`config.mk`:
```
export PLATFORM = sky130hd
export DESIGN_NAME = if_fetch_queue_flat
export DESIGN_NICKNAME = d
export VERILOG_FILES = /design/src/rtl/if_fetch_queue_if.sv /design/src/rtl/if_fetch_queue.sv /design/src/flat_wrapper.sv
export SDC_FILE = /design/constraint.sdc
export NUM_CORES = 1
export LEC_CHECK = 0
export CORE_UTILIZATION = 58
export CTS_CLUSTER_DIAMETER = 50
export DETAILED_ROUTE_END_ITERATION = 6
export GPL_TIMING_DRIVEN = 1
export PLACE_DENSITY = 0.92
export SLEW_MARGIN = 25
export SYNTH_ARGS = -nofsm -noshare
export SYNTH_HDL_FRONTEND = slang
export SYNTH_SLANG_ARGS = --single-unit
```
`constraint.sdc`:
```
create_clock -name clk -period 7.05 [get_ports clk]
set_input_delay 1.41 -clock clk [delete_from_list [all_inputs] [get_ports clk]]
set_output_delay 1.41 -clock clk [all_outputs]
set_load 0.01 [all_outputs]
```
`src/rtl/if_fetch_queue_if.sv`:
```
// Fetch-side signal bundle: memory request/response, predictor lookup, execute
// redirect and decode handoff. master = fetch unit, slave = its environment.
interface if_fetch_queue_if;
    logic        rdy;
    logic        mem_req;
    logic [31:0] mem_addr;
    logic        mem_valid;
    logic [31:0] mem_inst;
    logic [31:0] pred_addr;
    logic        pred_jmp;
    logic [31:0] pred_target;
    logic        redirect;
    logic [31:0] redirect_pc;
    logic        if_valid;
    logic [31:0] if_inst;
    logic [31:0] if_pc;
    logic        if_pred_taken;
    logic [31:0] if_pred_target;
    logic        id_ready;

    modport master (
        input  rdy, mem_valid, mem_inst, pred_jmp, pred_target,
               redirect, redirect_pc, id_ready,
        output mem_req, mem_addr, pred_addr, if_valid, if_inst, if_pc,
               if_pred_taken, if_pred_target
    );

    modport slave (
        output rdy, mem_valid, mem_inst, pred_jmp, pred_target,
               redirect, redirect_pc, id_ready,
        input  mem_req, mem_addr, pred_addr, if_valid, if_inst, if_pc,
               if_pred_taken, if_pred_target
    );
endinterface

```
`src/rtl/if_fetch_queue.sv`:
```
// Instruction fetch with one outstanding request feeding a QDEPTH-entry queue; mem_valid -> if_valid 1 cycle.
// Backpressure: id_ready stalls pops, a full queue stops issue, rdy=0 freezes everything.
module if_fetch_queue #(
    parameter logic [31:0] RESET_PC = 32'h0000_0000,
    parameter int unsigned QDEPTH   = 4
) (
    input  logic             clk,
    input  logic             rst,
    if_fetch_queue_if.master fq
);
    localparam int unsigned   PW    = (QDEPTH > 1) ? $clog2(QDEPTH) : 1;
    localparam int unsigned   CW    = PW + 1;
    localparam logic [CW-1:0] DEPTH = CW'(QDEPTH);

    localparam logic [1:0] IDLE = 2'd0;
    localparam logic [1:0] WAIT = 2'd1;
    localparam logic [1:0] DROP = 2'd2;

    logic [1:0]    state_q, state_d;
    logic [31:0]   pc_q, pc_d;
    logic [PW-1:0] wr_ptr_q, wr_ptr_d;
    logic [PW-1:0] rd_ptr_q, rd_ptr_d;
    logic [CW-1:0] count_q, count_d;

    logic [31:0] pc_mem    [QDEPTH];
    logic [31:0] inst_mem  [QDEPTH];
    logic        taken_mem [QDEPTH];
    logic [31:0] tgt_mem   [QDEPTH];

    logic issue;
    logic push;
    logic pop;

    // Redirect outranks everything: it blocks issue, push and pop in its cycle.
    assign issue = rst && fq.rdy && (state_q == IDLE) && (count_q < DEPTH) && !fq.redirect;
    assign push  = fq.rdy && (state_q == WAIT) && fq.mem_valid && !fq.redirect;
    assign pop   = fq.rdy && (count_q != '0) && fq.id_ready && !fq.redirect;

    always_comb begin
        state_d  = state_q;
        pc_d     = pc_q;
        wr_ptr_d = wr_ptr_q;
        rd_ptr_d = rd_ptr_q;
        count_d  = count_q;
        if (fq.rdy) begin
            if (fq.redirect) begin
                pc_d     = fq.redirect_pc;
                wr_ptr_d = '0;
                rd_ptr_d = '0;
                count_d  = '0;
                // An in-flight response must still be swallowed after a flush.
                case (state_q)
                    WAIT:    state_d = fq.mem_valid ? IDLE : DROP;
                    DROP:    state_d = fq.mem_valid ? IDLE : DROP;
                    default: state_d = IDLE;
                endcase
            end else begin
                case (state_q)
                    IDLE: if (issue) state_d = WAIT;
                    WAIT: if (fq.mem_valid) begin
                        state_d = IDLE;
                        pc_d    = fq.pred_jmp ? fq.pred_target : pc_q + 32'd4;
                    end
                    DROP: if (fq.mem_valid) state_d = IDLE;
                    default: state_d = IDLE;
                endcase
                if (push) wr_ptr_d = wr_ptr_q + PW'(1);
                if (pop)  rd_ptr_d = rd_ptr_q + PW'(1);
                case ({push, pop})
                    2'b10:   count_d = count_q + CW'(1);
                    2'b01:   count_d = count_q - CW'(1);
                    default: count_d = count_q;
                endcase
            end
        end
    end

    always_ff @(posedge clk or negedge rst) begin
        if (!rst) begin
            state_q  <= IDLE;
            pc_q     <= RESET_PC;
            wr_ptr_q <= '0;
            rd_ptr_q <= '0;
            count_q  <= '0;
        end else begin
            state_q  <= state_d;
            pc_q     <= pc_d;
            wr_ptr_q <= wr_ptr_d;
            rd_ptr_q <= rd_ptr_d;
            count_q  <= count_d;
        end
    end

    always_ff @(posedge clk) begin
        if (push) begin
            pc_mem[wr_ptr_q]    <= pc_q;
            inst_mem[wr_ptr_q]  <= fq.mem_inst;
            taken_mem[wr_ptr_q] <= fq.pred_jmp;
            tgt_mem[wr_ptr_q]   <= fq.pred_target;
        end
    end

    assign fq.mem_req        = issue;
    assign fq.mem_addr       = pc_q;
    assign fq.pred_addr      = pc_q;
    assign fq.if_valid       = (count_q != '0);
    assign fq.if_pc          = pc_mem[rd_ptr_q];
    assign fq.if_inst        = inst_mem[rd_ptr_q];
    assign fq.if_pred_taken  = taken_mem[rd_ptr_q];
    assign fq.if_pred_target = tgt_mem[rd_ptr_q];
endmodule

```
`src/flat_wrapper.sv`:
```
// flat-port wrapper written by rule: the top's interface ports become plain ports
module if_fetch_queue_flat 
#(
    parameter logic [31:0] RESET_PC = 32'h0000_0000,
    parameter int unsigned QDEPTH   = 4
)
  (clk, rst, fq_rdy, fq_mem_valid, fq_mem_inst, fq_pred_jmp, fq_pred_target, fq_redirect, fq_redirect_pc, fq_id_ready, fq_mem_req, fq_mem_addr, fq_pred_addr, fq_if_valid, fq_if_inst, fq_if_pc, fq_if_pred_taken, fq_if_pred_target);
  if_fetch_queue_if fq_i ();
  input  logic clk;
  input  logic rst;
  input wire logic [$bits(fq_i.rdy)-1:0] fq_rdy;
  input wire logic [$bits(fq_i.mem_valid)-1:0] fq_mem_valid;
  input wire logic [$bits(fq_i.mem_inst)-1:0] fq_mem_inst;
  input wire logic [$bits(fq_i.pred_jmp)-1:0] fq_pred_jmp;
  input wire logic [$bits(fq_i.pred_target)-1:0] fq_pred_target;
  input wire logic [$bits(fq_i.redirect)-1:0] fq_redirect;
  input wire logic [$bits(fq_i.redirect_pc)-1:0] fq_redirect_pc;
  input wire logic [$bits(fq_i.id_ready)-1:0] fq_id_ready;
  output wire logic [$bits(fq_i.mem_req)-1:0] fq_mem_req;
  output wire logic [$bits(fq_i.mem_addr)-1:0] fq_mem_addr;
  output wire logic [$bits(fq_i.pred_addr)-1:0] fq_pred_addr;
  output wire logic [$bits(fq_i.if_valid)-1:0] fq_if_valid;
  output wire logic [$bits(fq_i.if_inst)-1:0] fq_if_inst;
  output wire logic [$bits(fq_i.if_pc)-1:0] fq_if_pc;
  output wire logic [$bits(fq_i.if_pred_taken)-1:0] fq_if_pred_taken;
  output wire logic [$bits(fq_i.if_pred_target)-1:0] fq_if_pred_target;
  assign fq_i.rdy = fq_rdy;
  assign fq_i.mem_valid = fq_mem_valid;
  assign fq_i.mem_inst = fq_mem_inst;
  assign fq_i.pred_jmp = fq_pred_jmp;
  assign fq_i.pred_target = fq_pred_target;
  assign fq_i.redirect = fq_redirect;
  assign fq_i.redirect_pc = fq_redirect_pc;
  assign fq_i.id_ready = fq_id_ready;
  assign fq_mem_req = fq_i.mem_req;
  assign fq_mem_addr = fq_i.mem_addr;
  assign fq_pred_addr = fq_i.pred_addr;
  assign fq_if_valid = fq_i.if_valid;
  assign fq_if_inst = fq_i.if_inst;
  assign fq_if_pc = fq_i.if_pc;
  assign fq_if_pred_taken = fq_i.if_pred_taken;
  assign fq_if_pred_target = fq_i.if_pred_target;
  if_fetch_queue #(.RESET_PC(RESET_PC), .QDEPTH(QDEPTH)) u_core (.clk(clk), .rst(rst), .fq(fq_i));
endmodule
```
==> key figures <==
Placed design
  – Post-DP HPWL: around 25 mm
  – Placed cells: 1,480
  – Gpl congestion: between 0.8 and 0.9
  – IO buf count: 265

Clocking
  – Setup Fix Bufs, Post-CTS: 0
  – H-Tree Depth: 2
  – TritonCTS clock tree: built
  – Post-CTS Hold Buffers: 0
  – Root buf cell: clkbuf_16
  – Clock Path Buffers: 3
  – Clock latency on the worst-skew pair: ~0.54 ns
  – Sink Count: 429
  – Post-cts sizing count: 0
  – CTS Buf Count: between 40 and 50
  – Worst-path clk slew: approximately 0.060 ns

Routing
  – Residual DRC: 0
  – Wirelength per Cell: roughly 26 um
  – Antenna Violating Nets Remaining: 0
  – Routed vias/inst: roughly 6.4
  – Final WL: between 40 and 50 mm
  – Via count: ~9,900
  – DRT iter0 DRCs: 1,212
  – Pre-antenna DRT Iters: 6

Floorplanning
  – Starting density of the core: 0.594
  – Core Footprint: slightly below 30,000 sq um
  – Die Height: around 170 um
  – Std cell rows: 62
  – Die ar.: 30,200 sq um
  – Die X: between 150 and 200 um
  – IO Pins: roughly 270

Setup path
  – R2R depth: 5
  – CP Capture Type: output pin
  – Worst-path maximum fanout: 58
  – Setup CP Type: reg2out
  – Worst Setup Start Kind: register
  – Critical Path RT: 5.64 ns
  – Critical Path AT: between 3 and 4 ns

Yosys
  – Ys flop type: edfxtp_1
  – Synth Warn #: 0
  – Largest cells by area after synthesis: edfxtp_1 68%, mux4_2 13%, dfrtp_1 6.0%
  – Post-synth EDFFs: 388
  – Mapped Nets: about 1,000
  – Mapped Cells: around 900
  – Flop and latch count out of synthesis: approximately 430
  – Asr flop ratio synth: 0.0956
  – Register area share after synthesis: 0.740
  – Synthesized cell area: between 15,000 and 20,000 sq um
  – Synth unique cells: 60
  – Cell taking the most area after synthesis: edfxtp_1
  – Syn Area/Cell: around 19 sq um
  – Post-synth top area share: 0.680

Timing
  – Minimum clock period after layout: 4.59 ns
  – RSZ-0062 raised after global routing: false
  – Final period util: 0.651
  – Final Hold Fails: 0
  – Max-Slew Margin vs Limit: 0.329
  – Slew Limit Fails: 0
  – TNS Setup: 0 ns
  – Clk_skew: roughly 0.017 ns
  – Fmax: 218 MHz
  – Least-Margin Pin Slew: a little over 1 ns
  – Final Setup Violations: 0

Global route
  – Top Usage Layer GRT: met2
  – First-pass GRT wire length: 60.7 mm
  – GR Util met2: 0.446
  – Largest net degree at the start of global routing: 66
  – Met1 Usage GRT: 0.373
  – Total gr overflow: 0
  – Vias in the first global route: roughly 9,900
  – Initial antenna violation count: 2
  – Met3 Use GR: 0.0465
  – GRT Total Usage: 0.269

Power and ir drop
  – PD cells: 313 nW/um^2
  – Sequential share of power: 0.470
  – Internal power: 4.95 mW
  – Lkg Pwr: between 6 and 7 nW
  – Max VDD drop: between 0.2 and 0.25 mV
  – Gate power share: 0.205
  – Switch share: 0.258
  – P_sw: ~1.7 mW
  – Clock share of power: 0.325

Worst hold path
  – Hold Path Depth: 1
  – Hold crit path type: reg2reg

Cells and area
  – Syn-to-layout area delta: 24.3%
  – Layout Nets: approximately 1,300
  – Fin cells: 1,560
  – Share of cells above drive strength 1: 0.157

Flow run
  – Max Cap Violations: 0

Status
  – Run status: finished, final reports clean
worst paths after layout:
| check | from | to | slack, ns |
|---|---|---|---|
| min reg2reg | u_core.state_q[0]$_DFFE_PN0P_ | u_core.state_q[0]$_DFFE_PN0P_ | 0.53 |
| max reg2reg | u_core.state_q[1]$_DFFE_PN0P_ | u_core.inst_mem[3][3]$_DFFE_PP_ | 4.15 |
| max in group asynchronous | rst | u_core.rd_ptr_q[1]$_DFFE_PN0P_ | 5.73 |
| max | u_core.rd_ptr_q[1]$_DFFE_PN0P_ | fq_if_pred_target[7] | 2.46 |
| min | u_core.state_q[0]$_DFFE_PN0P_ | u_core.state_q[0]$_DFFE_PN0P_ | 0.53 |
| min in group asynchronous | rst | u_core.count_q[0]$_DFFE_PN0P_ | 0.88 |
synth_stat cells, drive strengths merged (2+ instances only):
master,count
a211o,2
a21oi,22
a221o,4
a221oi,2
a222oi,2
a22o,7
a22oi,10
a31oi,12
a32oi,3
and2,5
and3,11
buf,50
clkbuf,31
dfrtp,41
edfxtp,388
ha,8
inv,11
mux2i,5
mux4,97
nand2,27
nand2b,3
nand3,15
nand3b,2
nand4,15
nor2,23
nor2b,4
nor3,8
nor3b,3
nor4,4
o211ai,5
o21ai,47
o22ai,5
o2bb2ai,3
o31a,5
o31ai,2
or3,2
or4,4
logic make-up (layout without fill, tap and decap cells):
| family | Yosys count | count (layout) | synth area share |
|---|---|---|---|
| muxes | 103 | 103 | 0.131 |
| and+or+nand+nor | 130 | 130 | 0.0413 |
| adders and majority gates | 8 | 8 | 0.00584 |
| AOI/OAI and AO/OA | 138 | 138 | 0.0521 |
| buffers and inverters | 92 | 365 | 0.0291 |
| DFF | 429 | 429 | 0.740 |
| xor gates and xnor gates | 1 | 1 | 0.000511 |
| other | 0 | 2 | 0 |
worst max-delay path, stage by stage, from the launching register on:
cell             delay, ns
dfrtp_4               1.02
buf_4                 0.64
mux4_2                0.41
clkdlybuf4s50_1       0.56
routing by layer:
layer  vias to the layer above  wire length (um)  share of wire
met5                         -                 0              0
met2                       635             20600           0.51
met1                      5040             15300           0.38
met3                        92              3560          0.088
met4                         0               969          0.024
li1                       4160                 -              -
state kept, by name, summed over array words and instances, names as in the netlist:
register	flops
u_core.tgt_mem	128
u_core.inst_mem	128
u_core.taken_mem	4
u_core.state_q	2
u_core.fq.mem_addr	32
u_core.pc_mem	128
u_core.rd_ptr_q	2
u_core.wr_ptr_q	2
u_core.count_q	3
metrics by stage:
stage | power, mW | instance area [sq um] | worst slack (ns) | util | hold slack [ns]
after detailed placement | 4.55 | 20000 | 2.39 | 0.692 | 0.513
final | 6.67 | 21300 | 2.46 | 0.738 | 0.530
after global placement | 4.51 | 19900 | 2.43 | 0.691 | 0.503
after floorplan | 3.85 | 17100 | 2.52 | - | 0.489
after CTS | 6.70 | 21300 | 2.37 | 0.738 | 0.526
after global routing | 6.89 | 21300 | 2.28 | 0.738 | 0.579
power by group through the flow:
| stage | registers [mW] | clock network [mW] | logic [mW] |
|---|---|---|---|
| 4_1_cts | 3.13 | 2.19 | 1.38 |
| 3_3_place_gp | 3.17 | 0 | 1.34 |
| 6_report | 3.14 | 2.16 | 1.37 |
| 5_1_grt | 3.16 | 2.29 | 1.44 |
| 3_5_place_dp | 3.18 | 0 | 1.37 |
| 2_1_floorplan | 3.06 | 0 | 0.789 |
placed cells by master (no fill, tap or decap), drive strengths merged, types with 3 or more instances in the layout:
master / n
nor2: 23
clkinv: 20
nor3: 8
nor4: 4
o21ai: 47
edfxtp: 388
ha: 8
o2bb2ai: 3
a22o: 7
nand4: 15
inv: 14
mux2i: 5
clkbuf: 49
nand3: 15
o31a: 5
a32oi: 3
dfrtp: 41
nor2b: 4
buf: 13
a221o: 4
nand2b: 3
o211ai: 5
a31oi: 12
bufinv: 4
or4: 4
and2: 5
and3: 11
a21oi: 22
o22ai: 5
mux4: 97
nand2: 27
a22oi: 10
nor3b: 3
clkdlybuf4s50: 263
cell type report:
type	instances	area (sq um)
diodes	2	5.00
well taps	384	480
multi-input cells	380	4000
fillers	1615	7560
inverters	11	41.3
repair buffers	276	2760
clock inverters	29	254
flip-flops and latches	429	12700
clock buffers	49	1080
(Power assumes the default switching activity.)
